### src/rtl/bcd_field_pkg.sv
// bcd_field_pkg: shared FSM state type, digit width and BCD legality check
// for the bcd_field_reg time-field register and its step datapath.
package bcd_field_pkg;

  localparam int DIGIT_W    = 4;
  localparam int MAX_DIGITS = 8;
  localparam int BCD_MAX_W  = DIGIT_W * MAX_DIGITS;

  typedef enum logic [1:0] {
    ST_IDLE    = 2'd0,
    ST_LOCK    = 2'd1,
    ST_RELEASE = 2'd2
  } state_t;

  // 1 when each of the low 'digits' nibbles holds 0..9
  function automatic logic bcd_valid(
    input logic [BCD_MAX_W-1:0] value,
    input int                   digits
  );
    logic ok;
    ok = 1'b1;
    for (int i = 0; i < MAX_DIGITS; i++) begin
      if (i < digits &&
          value[DIGIT_W*i +: DIGIT_W] > 4'd9)
        ok = 1'b0;
    end
    return ok;
  endfunction

endpackage

### src/rtl/bcd_step.sv
// bcd_step: combinational BCD increment/decrement of one field, wrapping
// MAX_VAL->MIN_VAL (up) or MIN_VAL->MAX_VAL (down); ports val, up, nxt, wrap.
module bcd_step
  import bcd_field_pkg::*;
#(
  parameter int                        DIGITS  = 2,
  parameter logic [DIGIT_W*DIGITS-1:0] MIN_VAL = 'h00,
  parameter logic [DIGIT_W*DIGITS-1:0] MAX_VAL = 'h23
) (
  input  logic [DIGIT_W*DIGITS-1:0] val,
  input  logic                      up,
  output logic [DIGIT_W*DIGITS-1:0] nxt,
  output logic                      wrap
);

  logic               carry;
  logic [DIGIT_W-1:0] d;

  always_comb begin
    nxt   = val;
    wrap  = 1'b0;
    carry = 1'b1;
    d     = '0;
    if (up && val == MAX_VAL) begin
      nxt  = MIN_VAL;
      wrap = 1'b1;
    end else if (!up && val == MIN_VAL) begin
      nxt  = MAX_VAL;
      wrap = 1'b1;
    end else begin
      // ripple carry/borrow digit by digit
      for (int i = 0; i < DIGITS; i++) begin
        d = val[DIGIT_W*i +: DIGIT_W];
        if (carry) begin
          if (up) begin
            carry = (d == 4'd9);
            nxt[DIGIT_W*i +: DIGIT_W] =
              carry ? 4'd0 : d + 4'd1;
          end else begin
            carry = (d == 4'd0);
            nxt[DIGIT_W*i +: DIGIT_W] =
              carry ? 4'd9 : d - 4'd1;
          end
        end
      end
    end
  end

endmodule

### src/rtl/bcd_field_reg.sv
// bcd_field_reg: BCD time field, stepped by UP/DOWN with lockout (CLK,RST,
// UP,DOWN,Modificando,Actualizar,DATA_in -> DATA_out,WRAP_UP/DN,LOAD_ERR,BUSY).
// Optional auto-repeat while a button is held: define BCD_FIELD_REPEAT_EN.
module bcd_field_reg
  import bcd_field_pkg::*;
#(
  parameter int                        DIGITS        = 2,
  parameter logic [DIGIT_W*DIGITS-1:0] MIN_VAL       = 'h00,
  parameter logic [DIGIT_W*DIGITS-1:0] MAX_VAL       = 'h23,
  parameter logic [DIGIT_W*DIGITS-1:0] RST_VAL       = 'h00,
  parameter int                        LOCK_CYCLES   = 1048576,
  parameter int                        REPEAT_CYCLES = 262144
) (
  input  logic                      CLK,
  input  logic                      RST,
  input  logic                      UP,
  input  logic                      DOWN,
  input  logic                      Modificando,
  input  logic                      Actualizar,
  input  logic [DIGIT_W*DIGITS-1:0] DATA_in,
  output logic [DIGIT_W*DIGITS-1:0] DATA_out,
  output logic                      WRAP_UP,
  output logic                      WRAP_DN,
  output logic                      LOAD_ERR,
  output logic                      BUSY
);

  localparam int W    = DIGIT_W * DIGITS;
  localparam int CMAX = (LOCK_CYCLES > REPEAT_CYCLES) ?
                        LOCK_CYCLES : REPEAT_CYCLES;
  localparam int CW   = $clog2(CMAX + 1);
  localparam logic [W-1:0] SPAN = MAX_VAL - MIN_VAL;

  state_t        state;
  logic [CW-1:0] cnt;
  logic [CW-1:0] lim;
  logic          one_btn;
  logic          idle_step;
  logic          lock_end;
  logic          do_step;
  logic          do_load;
  logic          load_ok;
  logic [W-1:0]  din_off;
  logic [W-1:0]  step_val;
  logic          step_wrap;

`ifdef BCD_FIELD_REPEAT_EN
  logic dir;
  logic rep_len;
  logic rep_step;

  assign lim = rep_len ? CW'(REPEAT_CYCLES - 1)
                       : CW'(LOCK_CYCLES - 1);
  // same single button still held at the end of the lockout
  assign rep_step = lock_end && Modificando &&
                    one_btn && (UP == dir);
  assign do_step  = idle_step | rep_step;
`else
  assign lim     = CW'(LOCK_CYCLES - 1);
  assign do_step = idle_step;
`endif

  assign one_btn   = UP ^ DOWN;
  assign idle_step = (state == ST_IDLE) &&
                     Modificando && one_btn;
  assign lock_end  = (state == ST_LOCK) && (cnt == lim);
  assign do_load   = !Modificando && Actualizar;
  assign BUSY      = (state != ST_IDLE);

  // offset compare covers MIN..MAX with one unsigned test
  assign din_off = DATA_in - MIN_VAL;
  assign load_ok = bcd_valid(BCD_MAX_W'(DATA_in), DIGITS) &&
                   (din_off <= SPAN);

  bcd_step #(
    .DIGITS  (DIGITS),
    .MIN_VAL (MIN_VAL),
    .MAX_VAL (MAX_VAL)
  ) u_step (
    .val  (DATA_out),
    .up   (UP),
    .nxt  (step_val),
    .wrap (step_wrap)
  );

  always_ff @(posedge CLK) begin
    if (RST) begin
      state    <= ST_IDLE;
      cnt      <= '0;
      DATA_out <= RST_VAL;
      WRAP_UP  <= 1'b0;
      WRAP_DN  <= 1'b0;
      LOAD_ERR <= 1'b0;
`ifdef BCD_FIELD_REPEAT_EN
      dir      <= 1'b0;
      rep_len  <= 1'b0;
`endif
    end else begin
      WRAP_UP <= do_step && step_wrap && UP;
      WRAP_DN <= do_step && step_wrap && !UP;
      if (do_step) begin
        DATA_out <= step_val;
      end else if (do_load) begin
        DATA_out <= load_ok ? DATA_in : MIN_VAL;
        LOAD_ERR <= !load_ok;
      end
      unique case (state)
        ST_IDLE: begin
          if (idle_step) begin
            state <= ST_LOCK;
            cnt   <= '0;
`ifdef BCD_FIELD_REPEAT_EN
            dir     <= UP;
            rep_len <= 1'b0;
`endif
          end
        end
        ST_LOCK: begin
          if (lock_end) begin
`ifdef BCD_FIELD_REPEAT_EN
            if (rep_step) begin
              cnt     <= '0;
              rep_len <= 1'b1;
            end else if (UP || DOWN) begin
              state <= ST_RELEASE;
            end else begin
              state <= ST_IDLE;
            end
`else
            state <= ST_RELEASE;
`endif
          end else begin
            cnt <= cnt + CW'(1);
          end
        end
        ST_RELEASE: begin
          if (!UP && !DOWN)
            state <= ST_IDLE;
        end
        default: state <= ST_IDLE;
      endcase
    end
  end

endmodule

### config.mk
export PLATFORM = sky130hd
export DESIGN_NAME = bcd_field_reg
export DESIGN_NICKNAME = d
export VERILOG_FILES = /design/src/rtl/bcd_field_pkg.sv /design/src/rtl/bcd_step.sv /design/src/rtl/bcd_field_reg.sv
export SDC_FILE = /design/constraint.sdc
export NUM_CORES = 1
export LEC_CHECK = 0
export ABC_AREA = 1
export BUFFER_PORTS_ARGS = -buffer_cell sky130_fd_sc_hd__buf_4
export CAP_MARGIN = 0
export CORE_ASPECT_RATIO = 1.25
export CORE_UTILIZATION = 58
export CTS_CLUSTER_SIZE = 8
export DETAILED_ROUTE_END_ITERATION = 10
export PLACE_DENSITY = 0.79
export SYNTH_ARGS = -nofsm -noshare
export SYNTH_HDL_FRONTEND = slang
export SYNTH_SLANG_ARGS = --single-unit
### constraint.sdc
create_clock -name CLK -period 2.4 [get_ports CLK]
set_input_delay 0.48 -clock CLK [delete_from_list [all_inputs] [get_ports CLK]]
set_output_delay 0.48 -clock CLK [all_outputs]
set_load 0.02 [all_outputs]
* Word-level counts from Yosys, hierarchy flattened
Cells that the tools add are included.
W data, S select, Z words.
** Storage, ports and cells
- Input port bits :: 14
- Logic and storage cells :: 80
- Output and inout port bits :: 12
- Register bits :: 34
** Cells by class
- Equality and inequality tests :: 11
- $add $sub $neg :: 5
- Multiplexer cells :: 26
- Bitwise logic cells :: 2
- Reduce and logical (&&, ||, !) cells :: 26
- Magnitude comparators :: 3
** Operators by type and width (number)
- $mux W21 :: 2
- $pmux W21 S2 :: 1
- $mux W8 :: 5
- $mux W4 :: 7
- $add A21 B1 Y21 const B :: 1
- $eq A21 B20 Y1 const B :: 1
- $logic_and A1 B1 Y1 :: 11
- $add A4 B1 Y4 const B :: 2
- $eq A4 B4 Y1 const B :: 2
- $eq A8 B6 Y1 const B :: 1
- $gt A4 B4 Y1 const B :: 2
- $le A8 B6 Y1 const B :: 1
- $logic_not A4 Y1 :: 2
- $logic_not A8 Y1 :: 1
- $ne A2 B2 Y1 const B :: 4
- $sub A4 B1 Y4 const B :: 2
- $mux W1 :: 7
- $mux W2 :: 3
- $pmux W2 S3 :: 1
- $reduce_and A3 Y1 :: 2
- $reduce_bool A2 Y1 :: 3
- $logic_not A1 Y1 :: 4
- $ne A4 B1 Y1 const B :: 1
- $reduce_and A2 Y1 :: 2
- 5 further kinds :: 5

* Depth between registers and ports, before layout
Gate-level depths: netlist (run 1).
- Depth after elaboration :: 8
- Gate-level depth with buffers :: 13
- Gate-level depth less buffers :: 12

* By module
Synthesis (run 1) repeated with hierarchy kept, for this count alone.
** Second synthesis, totals
- Cell total of the unflattened synthesis :: 380
- Area, all modules :: 2280.9 µm²
** Modules (own cells, without submodules)
- bcd_field_reg :: seq. area each 680.7 µm², area an instance 1881.8 µm², times used 1, cells an instance 294
- bcd_step :: seq. area each 0.0 µm², area an instance 399.1 µm², times used 1, cells an instance 86

* Worst setup path after synthesis (run 1)
Ideal clock, no wire load.
- Path type :: input to register
- Start :: in UP
- End :: reg DATA_out[5]
- Path slack :: 275 ps
- Stages :: 11
- Data arrival time :: 2009 ps
- Buffers on the path :: 2
- Required time :: 2284 ps
- Library setup time :: 116 ps
- Cells stage by stage :: buf_2 inv_1 clkbuf_1 ha_1 nand2_1 nor2_4 inv_2 nor2_1 a21oi_1 o21ai_0 nor2_1
** Between the ends
- Longest elaborated chain between the ends :: 5
** RTL lines
- start: declaration :: RTL line bcd_field_reg.sv:16 : input logic UP,
- $mux W1, or another cell as far along :: RTL line bcd_step.sv:35 : if (up) begin
- $mux W1, or another cell as far along :: RTL line bcd_step.sv:27 : end else if (!up && val == MIN_VAL) begin
- $mux W1 or $mux W8 (tied branches) :: RTL line bcd_step.sv:24, bcd_step.sv:27
- $ne A4 B1 Y1 (no line) or $mux W8 (tied branches)
- $reduce_and A2 Y1 (no line) or $mux W8 (tied branches)
- end signal: assignment :: RTL line bcd_field_reg.sv:102 : DATA_out <= step_val;
- end signal: assignment :: RTL line bcd_field_reg.sv:104 : DATA_out <= load_ok ? DATA_in : MIN_VAL;
- end: declaration :: RTL line bcd_field_reg.sv:21 : output logic [DIGIT_W*DIGITS-1:0] DATA_out,
Parallel ways exist; a longest one is shown, timed or not. The select of a mux whose other input is x is not followed.
A chain may end at the register's enable or synchronous reset.

* Final worst setup path (run 1)
- Start :: reg cnt[0]
- End :: reg cnt[17]
** Between the ends
- Longest elaborated chain between the ends :: 4
** RTL lines
- start: declaration :: RTL line bcd_field_reg.sv:35 : logic [CW-1:0] cnt;
- start signal: assignment :: RTL line bcd_field_reg.sv:133 : cnt <= cnt + CW'(1);
- parallel branches: the longest is 4 deep, another holds $add A21 B1 Y21
Several ways; the timed one is not identified. The select of a mux whose other input is x is not followed.

==> impl_metrics.toml, run 1 <==
[clock_tree]
cts.sinks = 34
cts_setup_buffers = 0
postCtsResizedCells = 0
clkTransAtPathRegs_ps = 60
clock_latency_ps = 280
hold_buffers = 0
cts_buffers = 5
clockBufferDepth = 2
cts.htree.levels = 2
cts-root-buf = "clkbuf_8"
cts_tree = "yes"

[timing]
finalHoldViolations = 0
setup_viol = 0
fin_crit_ps = 2070
fmax_mhz = 484
worstMarginPinSlew_ps = 581
slew_viol_final = 0
min_period_over_period_pct = 86.1
skew_ps = 3.94
rsz0062_at_grt = "false"
slew-limit-headroom_pct = 61.1
tns_ps = 0

[synthesis]
synth-seq-cells = 34
synth_area_leaders = "dfxtp_1 (30%), nand2_1 (19%), nor2_1 (13%), inv_1 (6.0%), nand3_1 (5.8%)"
yosysTopAreaCell = "dfxtp_1"
netlist_area_sq_um = 2240
syn_inst = 374
synth_nets = 390
synth_area_per_cell_sq_um = 5.99
yosys_warnings = 0
synth_top_area_share_pct = 30.4
synth_cell_types = 33
ys_seq_area_share_pct = 30.4

[setup_path]
startpoint_type = "register"
criticalPathCategory = "register to register"
critPathMaxFanout = 14
cp.arrival_ps = 2230
ff2ff_setup_slack_ps = 330
end_kind = "register"
cp.required_ps = 2560

[placed_design]
dp_hpwl_um = 4240
gp_congestion = 0.973
port_buffers = 25

[die]
die_y_um = 71.5
initial_core_util_pct = 62.2
fp.dieArea_sq_um = 4120
core_sq_um = 3600
boundaryPins = 26
die_w_um = 57.6
rows = 24

[detailed_routing]
drc_errors = 6
wl_um = 5580
antenna_left = 0
num_vias = 2383
wl_per_cell_um = 12.6
routed_via_density = 5.39
drt_iter0_markers = 136
first_pass_iters = 8

[power]
swShare_pct = 30.6
power.leakage_uw = 0.00105
p_comb_share_pct = 21.6
p_sw_uw = 386
seqPwrFrac_pct = 47.9
internal_power_uw = 875
finalPower_uw = 1260
powerDensity_nw_per_um2 = 497
power.clock.fraction_pct = 30.5
vdd_drop_max_mv = 0.382

[flow_run]
drv_cap = 0

[layout]
layout_commonest_cell = "nand2_1"
diodes = 0
fillCellCount = 332
final_nets = 419
area_growth_pct = 13.4
final_cell_mix = "nand2_1 (114), nor2_1 (76), inv_1 (36)"
final_layout_size_suffix_gt1_share_pct = 14.1

[global_routing]
antenna_found_initial = 0
grt.overflow.total = 0
grt_first_pass_wirelength_um = 9670
grt_max_degree = 21
groute.usage.overall_pct = 30.1
grt_pass1_vias = 2330

[run_status]
status = "complete, but fails checks"
violations = "design-rule violations"

[worst_hold_path]
hp-class = "input pin to register"
-- sequential cells by signal (all words and copies together) (netlist names) --
register,cells
WRAP_DN,1
DATA_out,8
cnt,21
state,2
WRAP_UP,1
LOAD_ERR,1
-- worst paths after layout --
| kind | start | endpoint | cells past startpoint |
|---|---|---|---|
| worst max-delay path | cnt[0]$_SDFFE_PP0P_ | cnt[17]$_SDFFE_PP0P_ | 10 |
| worst min-delay path | DATA_in[0] | DATA_out[0]$_SDFFE_PP0P_ | 3 |
| worst max register to register | cnt[0]$_SDFFE_PP0P_ | cnt[17]$_SDFFE_PP0P_ | 10 |
| worst min register to register | cnt[20]$_SDFFE_PP0P_ | cnt[20]$_SDFFE_PP0P_ | 2 |
-- cell usage after synthesis (all sizes together) --
| library cell | count |
|---|---|
| nand2 | 118 |
| nor2 | 79 |
| inv | 39 |
| dfxtp | 34 |
| a21oi | 26 |
| nand3 | 26 |
| o21ai | 16 |
| buf | 5 |
| nand3b | 4 |
| or2 | 4 |
| a31oi | 3 |
| nand4 | 3 |
| xor2 | 3 |
| clkbuf | 2 |
| ha | 2 |
| nor3 | 2 |
| a211oi | 1 |
| a21o | 1 |
| a31o | 1 |
| and2 | 1 |
| o2111ai | 1 |
| o211ai | 1 |
| o21bai | 1 |
| o22ai | 1 |
-- routing by layer --
metal / share of wire (%) / GRT usage (%) / vias to the layer above
met3: 3.7 / 5.42 / 18
met1: 41 / 32.1 / 1055
met5: 0 / 0 / -
met4: 3.7 / 16.0 / 0
li1: - / - / 1248
met2: 52 / 55.3 / 62
-- stage by stage --
stage | worst slack [ps] | instance area (sq um) | hold WS (ps) | instances | utilization (%)
floorplan | 275 | 2240 | 440 | 374 | -
global placement | 398 | 2460 | 454 | 435 | 68.3
detailed placement | 342 | 2460 | 462 | 435 | 68.3
CTS | 400 | 2540 | 463 | 442 | 70.5
global route | 200 | 2540 | 481 | 442 | 70.5
finish | 334 | 2540 | 466 | 442 | 70.5
-- final cells by class --
| class | instances | area (sq um) | share of cell area (%) |
|---|---|---|---|
| Clock buffer | 7 | 76.3 | 3.01 |
| Timing Repair Buffer | 29 | 218 | 8.58 |
| Multi-Input combinational cell | 294 | 1370 | 53.9 |
| Tap cell | 39 | 48.8 | 1.92 |
| Inverter | 39 | 146 | 5.77 |
| Sequential cell | 34 | 681 | 26.8 |
-- power groups by stage --
stage,combinational [uW],sequential [uW],clock [uW]
detailed placement,268,616,0
global route,305,606,420
global placement,266,615,0
finish,273,604,384
CTS,269,603,395
floorplan,177,625,0
-- critical path: stages, from the launching register on --
cell     delay [ps]
dfxtp_1         450
ha_1            310
nand3_1         140
inv_2           120
nand2_2          80
nor2_4          120
nand2_2          90
a21oi_4         380
nor2_1          110
nor2_1          100
nor2_1           40
-- logic make-up (layout without fill, tap and decap cells) --
family | after synthesis | count (layout) | share of synthesized area, %
AND/OR/NAND/NOR | 237 | 237 | 44.5
AO/OA/AOI/OAI | 52 | 52 | 14.3
buffers and inverters | 46 | 75 | 8.49
flip-flops | 34 | 34 | 30.4
XOR/XNOR | 3 | 3 | 1.17
adder cells (fa/ha/maj) | 2 | 2 | 1.12
(Power assumes the default switching activity.)
==> run 2, diff against run 1 <==
--- a/config.mk
+++ b/config.mk
@@ -12,7 +12,7 @@
 export CORE_UTILIZATION = 58
 export CTS_CLUSTER_SIZE = 8
 export DETAILED_ROUTE_END_ITERATION = 10
-export PLACE_DENSITY = 0.79
+export PLACE_DENSITY = 0.75
 export SYNTH_ARGS = -nofsm -noshare
 export SYNTH_HDL_FRONTEND = slang
 export SYNTH_SLANG_ARGS = --single-unit
==> run 2 against run 1 <==
The run still ends with design-rule violations left. Die area unchanged. Worst setup slack improved by 37 ps. Routed wire length about the same.
==> impl_metrics.toml, run 2 (synthesis gave the netlist of run 1 again) <==
[power]
p_sw_uw = 410
swShare_pct = 31.2
internal_power_uw = 906
power.leakage_uw = 0.00106
powerDensity_nw_per_um2 = 517
seqPwrFrac_pct = 45.7
p_comb_share_pct = 20.5
vdd_drop_max_mv = 0.494
power.clock.fraction_pct = 33.8

[clock_tree]
cts-root-buf = "clkbuf_8"
postCtsResizedCells = 0
clkTransAtPathRegs_ps = 70
cts_tree = "yes"
cts.sinks = 34
hold_buffers = 0
cts_setup_buffers = 0
clockBufferDepth = 2
cts.htree.levels = 2
cts_buffers = 5
clock_latency_ps = 290

[layout]
layout_commonest_cell = "nand2_1"
top_register = "cnt"
final_area_sq_um = 2550
final_layout_size_suffix_gt1_share_pct = 14.4
stdcell_count = 442
reg_top3 = "cnt: 21 flops, DATA_out: 8 flops, state: 2 flops"
diodes = 0
largest_reg_flops = 21
final_cell_mix = "nand2_1 (114), nor2_1 (76), inv_1 (36)"
area_growth_pct = 13.7
final_nets = 418

[die]
boundaryPins = 26
initial_core_util_pct = 62.2
fp.dieArea_sq_um = 4120
core_sq_um = 3600
die_y_um = 71.5
die_w_um = 57.6
rows = 24

[timing]
skew_ps = 10.0
tns_ps = 0
fin_crit_ps = 2030
fmax_mhz = 493
min_period_over_period_pct = 84.5
setup_viol = 0
fin_ws_ps = 371
rsz0062_at_grt = "false"
slew_viol_final = 0
finalHoldViolations = 0
worstMarginPinSlew_ps = 394
slew-limit-headroom_pct = 73.7
hold_slack_ps = 444

[worst_hold_path]
hp-class = "input pin to register"

[placed_design]
port_buffers = 25
gp_congestion = 0.943
dpl.cell_count = 434
place_area_sq_um = 2450
dp_hpwl_um = 4320
dp_worst_setup_slack_ps = 321

[setup_path]
startpoint_type = "register"
cp.required_ps = 2570
end_kind = "register"
critPathMaxFanout = 14
criticalPathCategory = "register to register"
cp.arrival_ps = 2200

[detailed_routing]
drc_errors = 3
antenna_left = 0
wl_per_cell_um = 12.6
routed_via_density = 5.43
wl_um = 5580
drt_iter0_markers = 170
num_vias = 2399
first_pass_iters = 7

[global_routing]
grt.overflow.total = 0
antenna_found_initial = 0
grt_pass1_vias = 2240
grt_max_degree = 21
groute.usage.overall_pct = 29.5
grt_first_pass_wirelength_um = 9470

[run_status]
violations = "design-rule violations"
status = "complete, but fails checks"

[flow_run]
drv_cap = 0
## run 2: cell types whose count changed in the layout (fill, tap and decap cells not counted), sizes merged
cell / before / now
buf: 29 / 28
clkinv: 0 / 1
## run 2: area by class of cell
class | count | area, sq um
sequential | 34 | 681
clock inverter | 1 | 5.00
inverter | 39 | 146
multi-input combinational | 294 | 1370
clock buffer | 7 | 86.3
timing repair buffer | 28 | 210
fill | 338 | 1060
tap | 39 | 48.8
## run 2: power groups by stage
| stage | sequential, uW | combinational [uW] | clock, uW |
|---|---|---|---|
| finish | 602 | 270 | 445 |
| global route | 606 | 303 | 466 |
| CTS | 602 | 269 | 450 |
| detailed placement | 615 | 268 | 0 |
| global placement | 614 | 266 | 0 |
| floorplan | 625 | 177 | 0 |
## run 2: layer usage
metal / track usage (%) / part of all wire [%] / up-vias
met5: 0 / 0 / -
met1: 31.5 / 41 / 1081
met2: 54.9 / 52 / 54
li1: - / - / 1247
met3: 4.69 / 3.4 / 17
met4: 14.6 / 3.2 / 0
## run 2: critical path, stage by stage, from the launching register on
cell and delay, ps:
dfxtp_1 430, ha_1 300, nand3_1 140, inv_2 120, nand2_2 80, nor2_4 130
nand2_2 90, a21oi_4 370, nor2_1 100, nor2_1 100, nor2_1 40
## run 2: metrics by stage
stage	util (%)	total power, uW
floorplan	-	802
global placement	68.1	880
detailed placement	68.1	883
CTS	70.7	1320
global route	70.7	1370
finish	70.7	1320
## run 2: path summary, 6_finish.rpt
| check | startpoint | to | slack, ps | cells after the start |
|---|---|---|---|---|
| worst max-delay path | cnt[0]$_SDFFE_PP0P_ | cnt[17]$_SDFFE_PP0P_ | 370 | 10 |
| worst min-delay path | DATA_in[0] | DATA_out[0]$_SDFFE_PP0P_ | 440 | 3 |
| worst max register to register | cnt[0]$_SDFFE_PP0P_ | cnt[17]$_SDFFE_PP0P_ | 370 | 10 |
| worst min register to register | cnt[20]$_SDFFE_PP0P_ | cnt[20]$_SDFFE_PP0P_ | 480 | 2 |
